**config.mk**
```make
export PLATFORM = sky130hd
export DESIGN_NAME = ex_div_flat
export DESIGN_NICKNAME = d
export VERILOG_FILES = /design/src/rtl/ex_div_if.sv /design/src/rtl/ex_div.sv /design/src/flat_wrapper.sv
export SDC_FILE = /design/constraint.sdc
export NUM_CORES = 1
export LEC_CHECK = 0
export CAP_MARGIN = 20
export CORE_MARGIN = 5
export CORE_UTILIZATION = 55
export CTS_BUF_LIST = sky130_fd_sc_hd__clkbuf_4
export CTS_CLUSTER_DIAMETER = 200
export CTS_CLUSTER_SIZE = 12
export DETAILED_ROUTE_END_ITERATION = 10
export GPL_TIMING_DRIVEN = 0
export PLACE_DENSITY = 0.8
export SYNTH_ARGS = -nofsm -noshare
export SYNTH_HDL_FRONTEND = slang
export SYNTH_SLANG_ARGS = --single-unit
```
**constraint.sdc**
```tcl
create_clock -name clk -period 6.1 [get_ports clk]
set_clock_uncertainty 0.2 [all_clocks]
set_input_delay 0.61 -clock clk [delete_from_list [all_inputs] [get_ports clk]]
set_output_delay 0.61 -clock clk [all_outputs]
set_load 0.02 [all_outputs]
```
**src/rtl/ex_div_if.sv**
```systemverilog
// Handshake/data bundle between the EX stage and the iterative divider.
// The EX stage drives the request side; the divider returns result, ready and busy.
interface ex_div_if;
  logic        start_i;
  logic        annul_i;
  logic [1:0]  op_i;
  logic [31:0] opdata1_i;
  logic [31:0] opdata2_i;
  logic [31:0] result_o;
  logic        ready_o;
  logic        busy_o;

  modport master (
    output start_i, annul_i, op_i, opdata1_i, opdata2_i,
    input  result_o, ready_o, busy_o
  );

  modport slave (
    input  start_i, annul_i, op_i, opdata1_i, opdata2_i,
    output result_o, ready_o, busy_o
  );
endinterface

```
**src/rtl/ex_div.sv**
```systemverilog
// Multi-cycle restoring radix-2 divider for DIV/DIVU/REM/REMU.
// It produces one quotient bit per cycle and applies the sign fix-up in END.
module ex_div (
  input  logic     clk,
  input  logic     rst,
  ex_div_if.slave  bus
);

  localparam logic [1:0] S_IDLE = 2'd0;
  localparam logic [1:0] S_ZERO = 2'd1;
  localparam logic [1:0] S_ON   = 2'd2;
  localparam logic [1:0] S_END  = 2'd3;

  // op[0]=1 selects unsigned, op[1]=1 selects remainder
  logic [1:0]  r_state;
  logic [5:0]  r_cnt;
  logic [64:0] r_sr;
  logic [1:0]  r_op;
  logic [31:0] r_dividend;
  logic [31:0] r_divisor;
  logic        r_zero;

  logic        w_start;
  logic        w_in_signed;
  logic [31:0] w_in_dvd_mag;
  logic        w_signed;
  logic [31:0] w_dvs_mag;
  logic [33:0] w_trial;
  logic [64:0] w_step;
  logic [31:0] w_quot;
  logic [31:0] w_rem;
  logic        w_neg_q;
  logic        w_neg_r;
  logic [31:0] w_quot_fix;
  logic [31:0] w_rem_fix;
  logic        w_ready;

  assign w_start      = (r_state == S_IDLE) && bus.start_i && !bus.annul_i;
  assign w_in_signed  = ~bus.op_i[0];
  assign w_in_dvd_mag = (w_in_signed && bus.opdata1_i[31]) ? (32'd0 - bus.opdata1_i)
                                                            : bus.opdata1_i;

  assign w_signed  = ~r_op[0];
  assign w_dvs_mag = (w_signed && r_divisor[31]) ? (32'd0 - r_divisor) : r_divisor;

  // Shifted partial remainder is r_sr[64:31]; the extra top bit keeps the
  // trial subtraction exact for divisors at or above 2^31.
  assign w_trial = r_sr[64:31] - {2'b00, w_dvs_mag};
  assign w_step  = w_trial[33] ? {r_sr[63:0], 1'b0}
                               : {w_trial[32:0], r_sr[30:0], 1'b1};

  always_ff @(posedge clk) begin
    if (rst) begin
      r_state    <= S_IDLE;
      r_cnt      <= 6'd0;
      r_sr       <= 65'd0;
      r_op       <= 2'd0;
      r_dividend <= 32'd0;
      r_divisor  <= 32'd0;
      r_zero     <= 1'b0;
    end else begin
      case (r_state)
        S_IDLE: begin
          if (w_start) begin
            r_op       <= bus.op_i;
            r_dividend <= bus.opdata1_i;
            r_divisor  <= bus.opdata2_i;
            r_cnt      <= 6'd0;
            r_sr       <= {33'd0, w_in_dvd_mag};
            if (bus.opdata2_i == 32'd0) begin
              r_zero  <= 1'b1;
              r_state <= S_ZERO;
            end else begin
              r_zero  <= 1'b0;
              r_state <= S_ON;
            end
          end
        end
        S_ZERO: begin
          if (bus.annul_i) begin
            r_state <= S_IDLE;
          end else begin
            // Divide-by-zero: all-ones quotient, raw dividend as remainder
            r_sr    <= {1'b0, r_dividend, 32'hFFFF_FFFF};
            r_state <= S_END;
          end
        end
        S_ON: begin
          if (bus.annul_i) begin
            r_state <= S_IDLE;
          end else begin
            r_sr  <= w_step;
            r_cnt <= r_cnt + 6'd1;
            if (r_cnt == 6'd31) begin
              r_state <= S_END;
            end
          end
        end
        default: begin
          r_state <= S_IDLE;
        end
      endcase
    end
  end

  assign w_quot  = r_sr[31:0];
  assign w_rem   = r_sr[63:32];
  // The zero-divisor result is delivered raw, so fix-up is skipped for it
  assign w_neg_q = !r_zero && w_signed && !r_op[1] && (r_dividend[31] ^ r_divisor[31]);
  assign w_neg_r = !r_zero && w_signed &&  r_op[1] && r_dividend[31];

  assign w_quot_fix = w_neg_q ? (32'd0 - w_quot) : w_quot;
  assign w_rem_fix  = w_neg_r ? (32'd0 - w_rem)  : w_rem;

  assign w_ready      = (r_state == S_END);
  assign bus.ready_o  = w_ready;
  assign bus.busy_o   = (r_state == S_ZERO) || (r_state == S_ON);
  assign bus.result_o = !w_ready ? 32'd0 : (r_op[1] ? w_rem_fix : w_quot_fix);

endmodule

```
**src/flat_wrapper.sv**
```systemverilog
// flat-port wrapper written by rule: the top's interface ports become plain ports
module ex_div_flat 
  (clk, rst, bus_start_i, bus_annul_i, bus_op_i, bus_opdata1_i, bus_opdata2_i, bus_result_o, bus_ready_o, bus_busy_o);
  ex_div_if bus_i ();
  input  logic clk;
  input  logic rst;
  input wire logic [$bits(bus_i.start_i)-1:0] bus_start_i;
  input wire logic [$bits(bus_i.annul_i)-1:0] bus_annul_i;
  input wire logic [$bits(bus_i.op_i)-1:0] bus_op_i;
  input wire logic [$bits(bus_i.opdata1_i)-1:0] bus_opdata1_i;
  input wire logic [$bits(bus_i.opdata2_i)-1:0] bus_opdata2_i;
  output wire logic [$bits(bus_i.result_o)-1:0] bus_result_o;
  output wire logic [$bits(bus_i.ready_o)-1:0] bus_ready_o;
  output wire logic [$bits(bus_i.busy_o)-1:0] bus_busy_o;
  assign bus_i.start_i = bus_start_i;
  assign bus_i.annul_i = bus_annul_i;
  assign bus_i.op_i = bus_op_i;
  assign bus_i.opdata1_i = bus_opdata1_i;
  assign bus_i.opdata2_i = bus_opdata2_i;
  assign bus_result_o = bus_i.result_o;
  assign bus_ready_o = bus_i.ready_o;
  assign bus_busy_o = bus_i.busy_o;
  ex_div u_core (.clk(clk), .rst(rst), .bus(bus_i));
endmodule
```
# After elaboration in Yosys (flattened, before gate mapping)
# Cells that the tools add are included.
[word_totals] regBits=140 latchBits=0 mem_bits_rw=0 mem_bits_ro=0 in_bits=70 output_inout_bits=34 word_cells=66 mem_count=0
[classes] add_sub_neg=6 multipliers=0 div_mod_pow=0 magnitude_cmp=0 eq_ne=8 shifts=0 mux=21 n_bitwise=3 reduce_logical=21
[ops] op="65-bit two-way mux" count=4
[ops] op="65-bit case mux with 3 select lines" count=1
[ops] op="32-bit two-way mux" count=6
[ops] op="1-bit by 32-bit subtractor with 32-bit output (first input constant)" count=4
[ops] op="34-bit by 32-bit subtractor with 34-bit output" count=1
[ops] op="32-bit logical NOT" count=1
[ops] op="6-bit two-way mux" count=2
[ops] op="6-bit case mux with 2 select lines" count=1
[ops] op="2-bit two-way mux" count=5
[ops] op="1-bit logical AND" count=9
[ops] op="6-bit by 1-bit adder with 6-bit output (second input constant)" count=1
[ops] op="6-bit by 5-bit == test with 1-bit output (second input constant)" count=1
[ops] op="2-bit case mux with 3 select lines" count=1
[ops] op="2-bit == test (second input constant)" count=2
[ops] op="2-bit != test (second input constant)" count=2
[ops] op="2-bit AND reduction" count=2
[ops] op="4-bit AND reduction" count=1
[ops] op="1-bit logical NOT" count=3
[ops] op="3-bit by 2-bit != test with 1-bit output (second input constant)" count=1
[ops] op="3-bit AND reduction" count=1
[ops] op="3-bit nonzero test" count=1
[ops] op="2-bit by 1-bit == test with 1-bit output (second input constant)" count=1
[ops] op="2-bit logical NOT" count=1
[ops] op="2-bit by 1-bit != test with 1-bit output (second input constant)" count=1
[ops] op="other kinds (5)" count=6

# Logic depth before layout (Yosys ltp)
# Gate-level depths: netlist of run 1.
[depth] ltp_word=7 mapped_depth=20 ltp_nobuf=19

# Least setup slack after synthesis of run 1
# Ideal clock, no wire load.
[synth_path] path_type="register to register" start="reg u_core.r_divisor[7]" end="reg u_core.r_sr[64]" setup_time_ns=0.122 arrival_ns=4.269 required_time_ns=5.778 setup_slack_ns=1.509 stages_incl_launch_ff=19 n_path_buf=1 synth_period_minus_slack_ns=4.591 cell_sequence="dfxtp_1 -> or4_1 -> or3_1 -> or2_2 -> nor2_1 -> nand2_1 -> o41ai_1 -> xor2_1 -> ha_1 -> clkbuf_1 -> a21o_1 -> a21o_1 -> a21o_1 -> a21o_1 -> a21o_1 -> a21o_1 -> a221oi_1 -> mux2i_1 -> nand3_1"
[synth_between] elab_chain_len=6
[synth_lines] item="start, declared" line_no="ex_div.sv:20" text="logic [31:0] r_divisor;"
[synth_lines] item="start signal, assigned" line_no="ex_div.sv:67" text="r_divisor <= bus.opdata2_i;"
[synth_lines] item="1-bit by 32-bit subtractor with 32-bit output" line_no="ex_div.sv:44" text="assign w_dvs_mag = (w_signed && r_divisor[31]) ? (32'd0 - r_divisor) : r_divisor;"
[synth_lines] item="32-bit two-way mux (*)" line_no="ex_div.sv:44"
[synth_lines] item="34-bit by 32-bit subtractor with 34-bit output (*)" line_no="ex_div.sv:48" text="assign w_trial = r_sr[64:31] - {2'b00, w_dvs_mag};"
[synth_lines] item="65-bit two-way mux (*)" line_no="ex_div.sv:49" text="assign w_step = w_trial[33] ? {r_sr[63:0], 1'b0}"
[synth_lines] item="65-bit two-way mux (*)" line_no="ex_div.sv:89" text="if (bus.annul_i) begin"
[synth_lines] item="65-bit case mux with 3 select lines (*)" line_no="ex_div.sv:62" text="case (r_state)"
[synth_lines] item="end signal, assigned" line_no="ex_div.sv:69" text="r_sr <= {33'd0, w_in_dvd_mag};"
[synth_lines] item="end signal, assigned" line_no="ex_div.sv:84" text="r_sr <= {1'b0, r_dividend, 32'hFFFF_FFFF};"
[synth_lines] item="end signal, assigned" line_no="ex_div.sv:92" text="r_sr <= w_step;"
[synth_lines] item="end, declared" line_no="ex_div.sv:17" text="logic [64:0] r_sr;"
# Mark *: on every way between the ends. The rest lies on a longest branch, timed or not. The select of a mux whose other input is x is not followed.
# A chain may end at the register's enable or synchronous reset.

# Worst setup path after layout of run 1
[layout_path] start="reg u_core.r_divisor[7]" end="reg u_core.r_sr[43]"
# The elaborated chain is that of the path after synthesis.

==> results of run 1 <==
-- cell families (layout without fill, tap and decap cells) --
kind of cell               after synthesis  after routing  share of synthesized area, %
AOI/OAI and AO/OA                      509            509                         28.70
xor gates and xnor gates               145            145                         11.74
adders and majority gates               42             42                         4.927
buffers and inverters                  128            264                         4.465
DFF                                    140            140                         25.91
muxes                                   15             15                         1.388
other                                    0              1                             0
and+or+nand+nor                        528            528                         22.88
-- metal layers --
metal | vias to the layer above | part of all wire [%]
met5 | - | 0
met1 | 5568 | 42
met2 | 588 | 44
met4 | 0 | 2.4
li1 | 5669 | -
met3 | 85 | 11
-- cell usage after synthesis (8+ instances only) --
| master | count | share of area (%) |
|---|---|---|
| o31ai_1 | 19 | 1.3 |
| inv_1 | 27 | 0.94 |
| o41ai_1 | 13 | 1.1 |
| nand2b_1 | 12 | 0.69 |
| mux2i_1 | 15 | 1.4 |
| a21oi_1 | 203 | 9.4 |
| o211a_1 | 22 | 2.0 |
| and3_1 | 34 | 2.0 |
| nor4_1 | 19 | 1.1 |
| nor3_1 | 26 | 1.2 |
| nand3_1 | 18 | 0.83 |
| nor2_1 | 116 | 4.0 |
| xor2_1 | 67 | 5.4 |
| nand4_1 | 12 | 0.69 |
| a21o_1 | 21 | 1.5 |
| or4_1 | 9 | 0.62 |
| o21ai_0 | 121 | 5.6 |
| xnor2_1 | 78 | 6.3 |
| nor2b_1 | 9 | 0.52 |
| nand2_1 | 229 | 7.9 |
| a31oi_1 | 14 | 0.81 |
| o22ai_1 | 27 | 1.6 |
| o211ai_1 | 30 | 2.1 |
| o21a_1 | 8 | 0.56 |
| clkbuf_1 | 94 | 3.3 |
| dfxtp_1 | 140 | 26 |
| ha_1 | 41 | 4.7 |
| or3_1 | 8 | 0.46 |
-- worst min path at each step --
stage,start,to,slack (ns),cells after the start
3_3_place_gp,u_core.r_dividend[2]$_SDFFE_PP0P_,u_core.r_dividend[2]$_SDFFE_PP0P_,0.24,2
5_1_grt,u_core.r_dividend[3]$_SDFFE_PP0P_,u_core.r_dividend[3]$_SDFFE_PP0P_,0.28,2
2_1_floorplan,u_core.r_dividend[0]$_SDFFE_PP0P_,u_core.r_dividend[0]$_SDFFE_PP0P_,0.23,2
3_5_place_dp,u_core.r_dividend[2]$_SDFFE_PP0P_,u_core.r_dividend[2]$_SDFFE_PP0P_,0.24,2
4_1_cts,u_core.r_dividend[2]$_SDFFE_PP0P_,u_core.r_dividend[2]$_SDFFE_PP0P_,0.26,2
6_report,u_core.r_dividend[2]$_SDFFE_PP0P_,u_core.r_dividend[2]$_SDFFE_PP0P_,0.26,2
-- worst reg2reg max path, stage by stage (launching register included) --
cell      delay, ns
dfxtp_1        0.39
or4_1          0.60
or3_1          0.36
or2_2          0.34
nor2_1         0.26
nand2_1        0.21
o31ai_1        0.35
xor2_1         0.13
ha_1           0.29
clkbuf_1       0.29
a21oi_1        0.10
o21ai_0        0.22
o21ai_0        0.17
and2_1         0.22
a211oi_4       0.57
buf_2          0.46
mux2i_1        0.28
o22ai_1        0.10
-- per-stage QoR --
stage | std cells | util [%] | power, mW
3_3_place_gp | 1875 | 62.79 | 2.771
6_report | 1909 | 64.27 | 3.444
4_1_cts | 1907 | 64.19 | 3.386
2_1_floorplan | 1507 | - | 2.313
3_5_place_dp | 1875 | 62.79 | 2.796
5_1_grt | 1909 | 64.27 | 3.651
-- registers in the layout (all words and copies together) (netlist names) --
signal and flops:
u_core.r_sr 65, u_core.r_cnt 6, u_core.r_dividend 32, u_core.r_op 2, u_core.r_state 2, u_core.r_zero 1
u_core.r_divisor 32
-- layout make-up --
| type | count | area, sq um | area share, % |
|---|---|---|---|
| clock inverter | 15 | 143.9 | 1.154 |
| sequential | 140 | 2803 | 22.48 |
| tap | 265 | 331.6 | 2.659 |
| clock buffer | 17 | 127.6 | 1.024 |
| multi-input combinational | 1239 | 7540 | 60.47 |
| timing repair buffer | 104 | 1036 | 8.309 |
| antenna | 1 | 2.502 | 0.02007 |
| buffer | 101 | 382.9 | 3.071 |
| inverter | 27 | 101.3 | 0.8128 |
-- power by group through the flow --
stage	combinational [mW]	clock (mW)	sequential, mW
4_1_cts	1.56	0.601	1.23
5_1_grt	1.75	0.649	1.25
2_1_floorplan	1.16	0	1.15
6_report	1.59	0.604	1.25
3_3_place_gp	1.53	0	1.24
3_5_place_dp	1.55	0	1.25
-- what timing repair did --
item,CTS,global route
gates resized for setup,0,3
endpoints found under the hold margin,0,0
setup endpoints to repair,0,16
==> metrics.md, run 1 <==
| Metric | Value |
|---|---|
| Status | finished, final reports clean |
| RSZ-0062 raised after global routing | false |
| Max incr delay on CP | 0.60 ns |
| Top_reg_cell synth | dfxtp_1 |
| Vias post-DR | 11,910 |
| Sequential share of the synthesized area | 25.91% |
| Critical path depth in cells | 17 |
| Clock share of power | 17.5% |
| Slew @ Worst Pin | 0.9837 ns |
| Met1 Usage GRT | between 40% and 50% |
| Worst min-delay path category | register to register |
| Total grt overflow | 0 |
| Reg power frac | 36.2% |
| Commonest non-fill, non-tap cell in the layout | nand2_1 |
| CTS tree | yes |
| Minimum clock period | ~5.6 ns |
| Most frequent cells in the layout | 229 x nand2_1, 203 x a21oi_1, 140 x dfxtp_1, 121 x o21ai_0, 116 x nor2_1 |
| Number of global-route vias before repair | 10,840 |
| Post-synth cell types | 65 |
| IO Count | between 100 and 150 |
| Worst Path Required | roughly 6.4 ns |
| Cell mode on critical path | o21ai_0 |
| Post-Syn Nets | about 1,600 |
| Clk sinks | 140 |
| Pre-Repair DR Iteration Count | 5 |
| NetSw | approximately 1.6 mW |
| Placer Congestion | approximately 1.0 |
| GRT busiest layer | met2 |
| Mean area per synthesized cell | around 7.2 sq um |
| Area Growth Syn to Fin | 15.26% |
| Die width | about 150 microns |
| Type of the worst setup path | register to register |
| CTS H-Tree Depth | 4 |
| Setup WS post-layout | approximately 0.46 ns |
| DRC | 0 |
| Fin nets | 1,742 |
| Maximum vdd drop | around 0.17 mV |
| Gr usage total | roughly a third |
| Final count of pins violating max slew | 0 |
| Root buffer cell | clkbuf_4 |
| CTS clk-pin slew, worst paths | between 0.1 and 0.15 ns |
| Clock Path Buffers | 2 |
| CP delay by family, top | simple AND/OR/NAND/NOR gates |
| Arrival @ worst endpoint | 5.90 ns |
| Leakage | ~5.0 nW |
| Post-cts hold buffer count | 0 |
| Fmax | ~0.18 GHz |
| Max Cap Viol | 0 |
| Antenna-violating nets left | 0 |
| Worst R2R Start | u_core.r_divisor[7]$_SDFFE_PP0P_ |
| Critical path buffer and inverter count | 2 |
| Starting DRT DRC Count | between 1,000 and 1,500 |
| Fraction of layout cells with a size suffix above 1 | 3.408% |
| Core Region | just under 20,000 sq um |
| Placed Area | around 12,000 sq um |
| Initial antenna violation count | 1 |
| Setup tns final | 0 ns |
| # Post-CTS Setup Buffers | 0 |
| Switching share of power | 47.05% |
| Synth Cell Area | between 10,000 and 15,000 sq um |
| Final worst path period share | 92.50% |
| Wire per inst | 19.75 microns |
| Internal power | 1.824 mW |
| Met3 Usage GRT | 8.098% |
| CP cell instances | or4_1 > or3_1 > or2_2 > nor2_1 > nand2_1 > o31ai_1 > xor2_1 > ha_1 > clkbuf_1 > a21oi_1 > o21ai_0 > o21ai_0 > and2_1 > a211oi_4 > buf_2 > mux2i_1 > o22ai_1 |
| Post-synth EDFFs | 0 |
| Ys Warns | 0 |
| CP Launch Type | register |
| DP Wirelength | approximately 30,000 microns |
| Row cnt | 51 |
| Number of vias per cell | around 6.2 |
| Largest net degree at the start of global routing | 17 |
| First-pass GRT wire length | roughly 58,000 microns |
| Combinational share of power | 46.2% |
| Worst Setup SP | u_core.r_divisor[7]$_SDFFE_PP0P_ |
| Final Hold Viols | 0 |
| #FFs+latches synth | 140 |
| Final setup vio count | 0 |
| CTS Buf Count | 17 |
| Mapped Cells | 1,507 |
| Relative slew slack | around 34% |
| Reg2Reg Setup Slack | 0.46 ns |
| Filler cells | between 1,500 and 2,000 |
| Reg2reg path depth | 17 |
| CP Max Fanout | 10 |
| GRT met2 Usage | 50.57% |
| Final wirelength | approximately 38,000 microns |
| Worst R2R End | u_core.r_sr[43]$_SDFFE_PP0P_ |
| Number of port buffers | between 100 and 150 |
| Worst setup endpoint | u_core.r_sr[43]$_SDFFE_PP0P_ |
| Die ar. | roughly 23,000 sq um |
| CP Capture Type | register |
| Fraction of registers with async set or reset after synthesis | 0% |
| Die height | between 150 and 200 microns |
| Place WS | 0.2784 ns |
| Final hold slack | roughly 0.26 ns |
| Initial core utilization | ~56% |
| Pwr dens | ~280 nW/um^2 |
| Clock Latency Late Sink | roughly 0.58 ns |
| Final Cell Area | about 12,000 sq um |
| Critical Path Slowest Stage Cell | or4_1 |
(Power assumes the default switching activity.)
==> run 2: changes to the inputs <==
--- a/config.mk
+++ b/config.mk
@@ -14,6 +14,7 @@
 export DETAILED_ROUTE_END_ITERATION = 10
 export GPL_TIMING_DRIVEN = 0
 export PLACE_DENSITY = 0.8
+export SETUP_SLACK_MARGIN = 0.5
 export SYNTH_ARGS = -nofsm -noshare
 export SYNTH_HDL_FRONTEND = slang
 export SYNTH_SLANG_ARGS = --single-unit
==> constraint.sdc (replaced) <==
create_clock -name clk -period 6.5 [get_ports clk]
set_clock_uncertainty 0.2 [all_clocks]
set_input_delay 0.65 -clock clk [delete_from_list [all_inputs] [get_ports clk]]
set_output_delay 0.65 -clock clk [all_outputs]
set_load 0.02 [all_outputs]
==> results of run 2 <==
Same layout as run 1 (identical final DEF). Status: finished, final reports clean.
Among the figures that moved: setup slack after placement 0.2784 ns -> 0.6784 ns; setup slack after layout 0.4573 ns -> 0.8573 ns; register-to-register setup slack 0.46 ns -> 0.86 ns; total power 3.444 mW -> 3.232 mW; worst IR drop on VDD 0.1684 mV -> 0.1580 mV
==> run 3: changes to the inputs <==
--- a/config.mk
+++ b/config.mk
@@ -5,6 +5,7 @@
 export SDC_FILE = /design/constraint.sdc
 export NUM_CORES = 1
 export LEC_CHECK = 0
+export ABC_CLOCK_PERIOD_IN_PS = 6500
 export CAP_MARGIN = 20
 export CORE_MARGIN = 5
 export CORE_UTILIZATION = 55
==> results of run 3 <==
Same layout as run 1 (identical final DEF). Status: finished, final reports clean.
Among the figures that moved: setup slack after placement 0.2784 ns -> 0.6784 ns; setup slack after layout 0.4573 ns -> 0.8573 ns; register-to-register setup slack 0.46 ns -> 0.86 ns; total power 3.444 mW -> 3.232 mW; worst IR drop on VDD 0.1684 mV -> 0.1580 mV
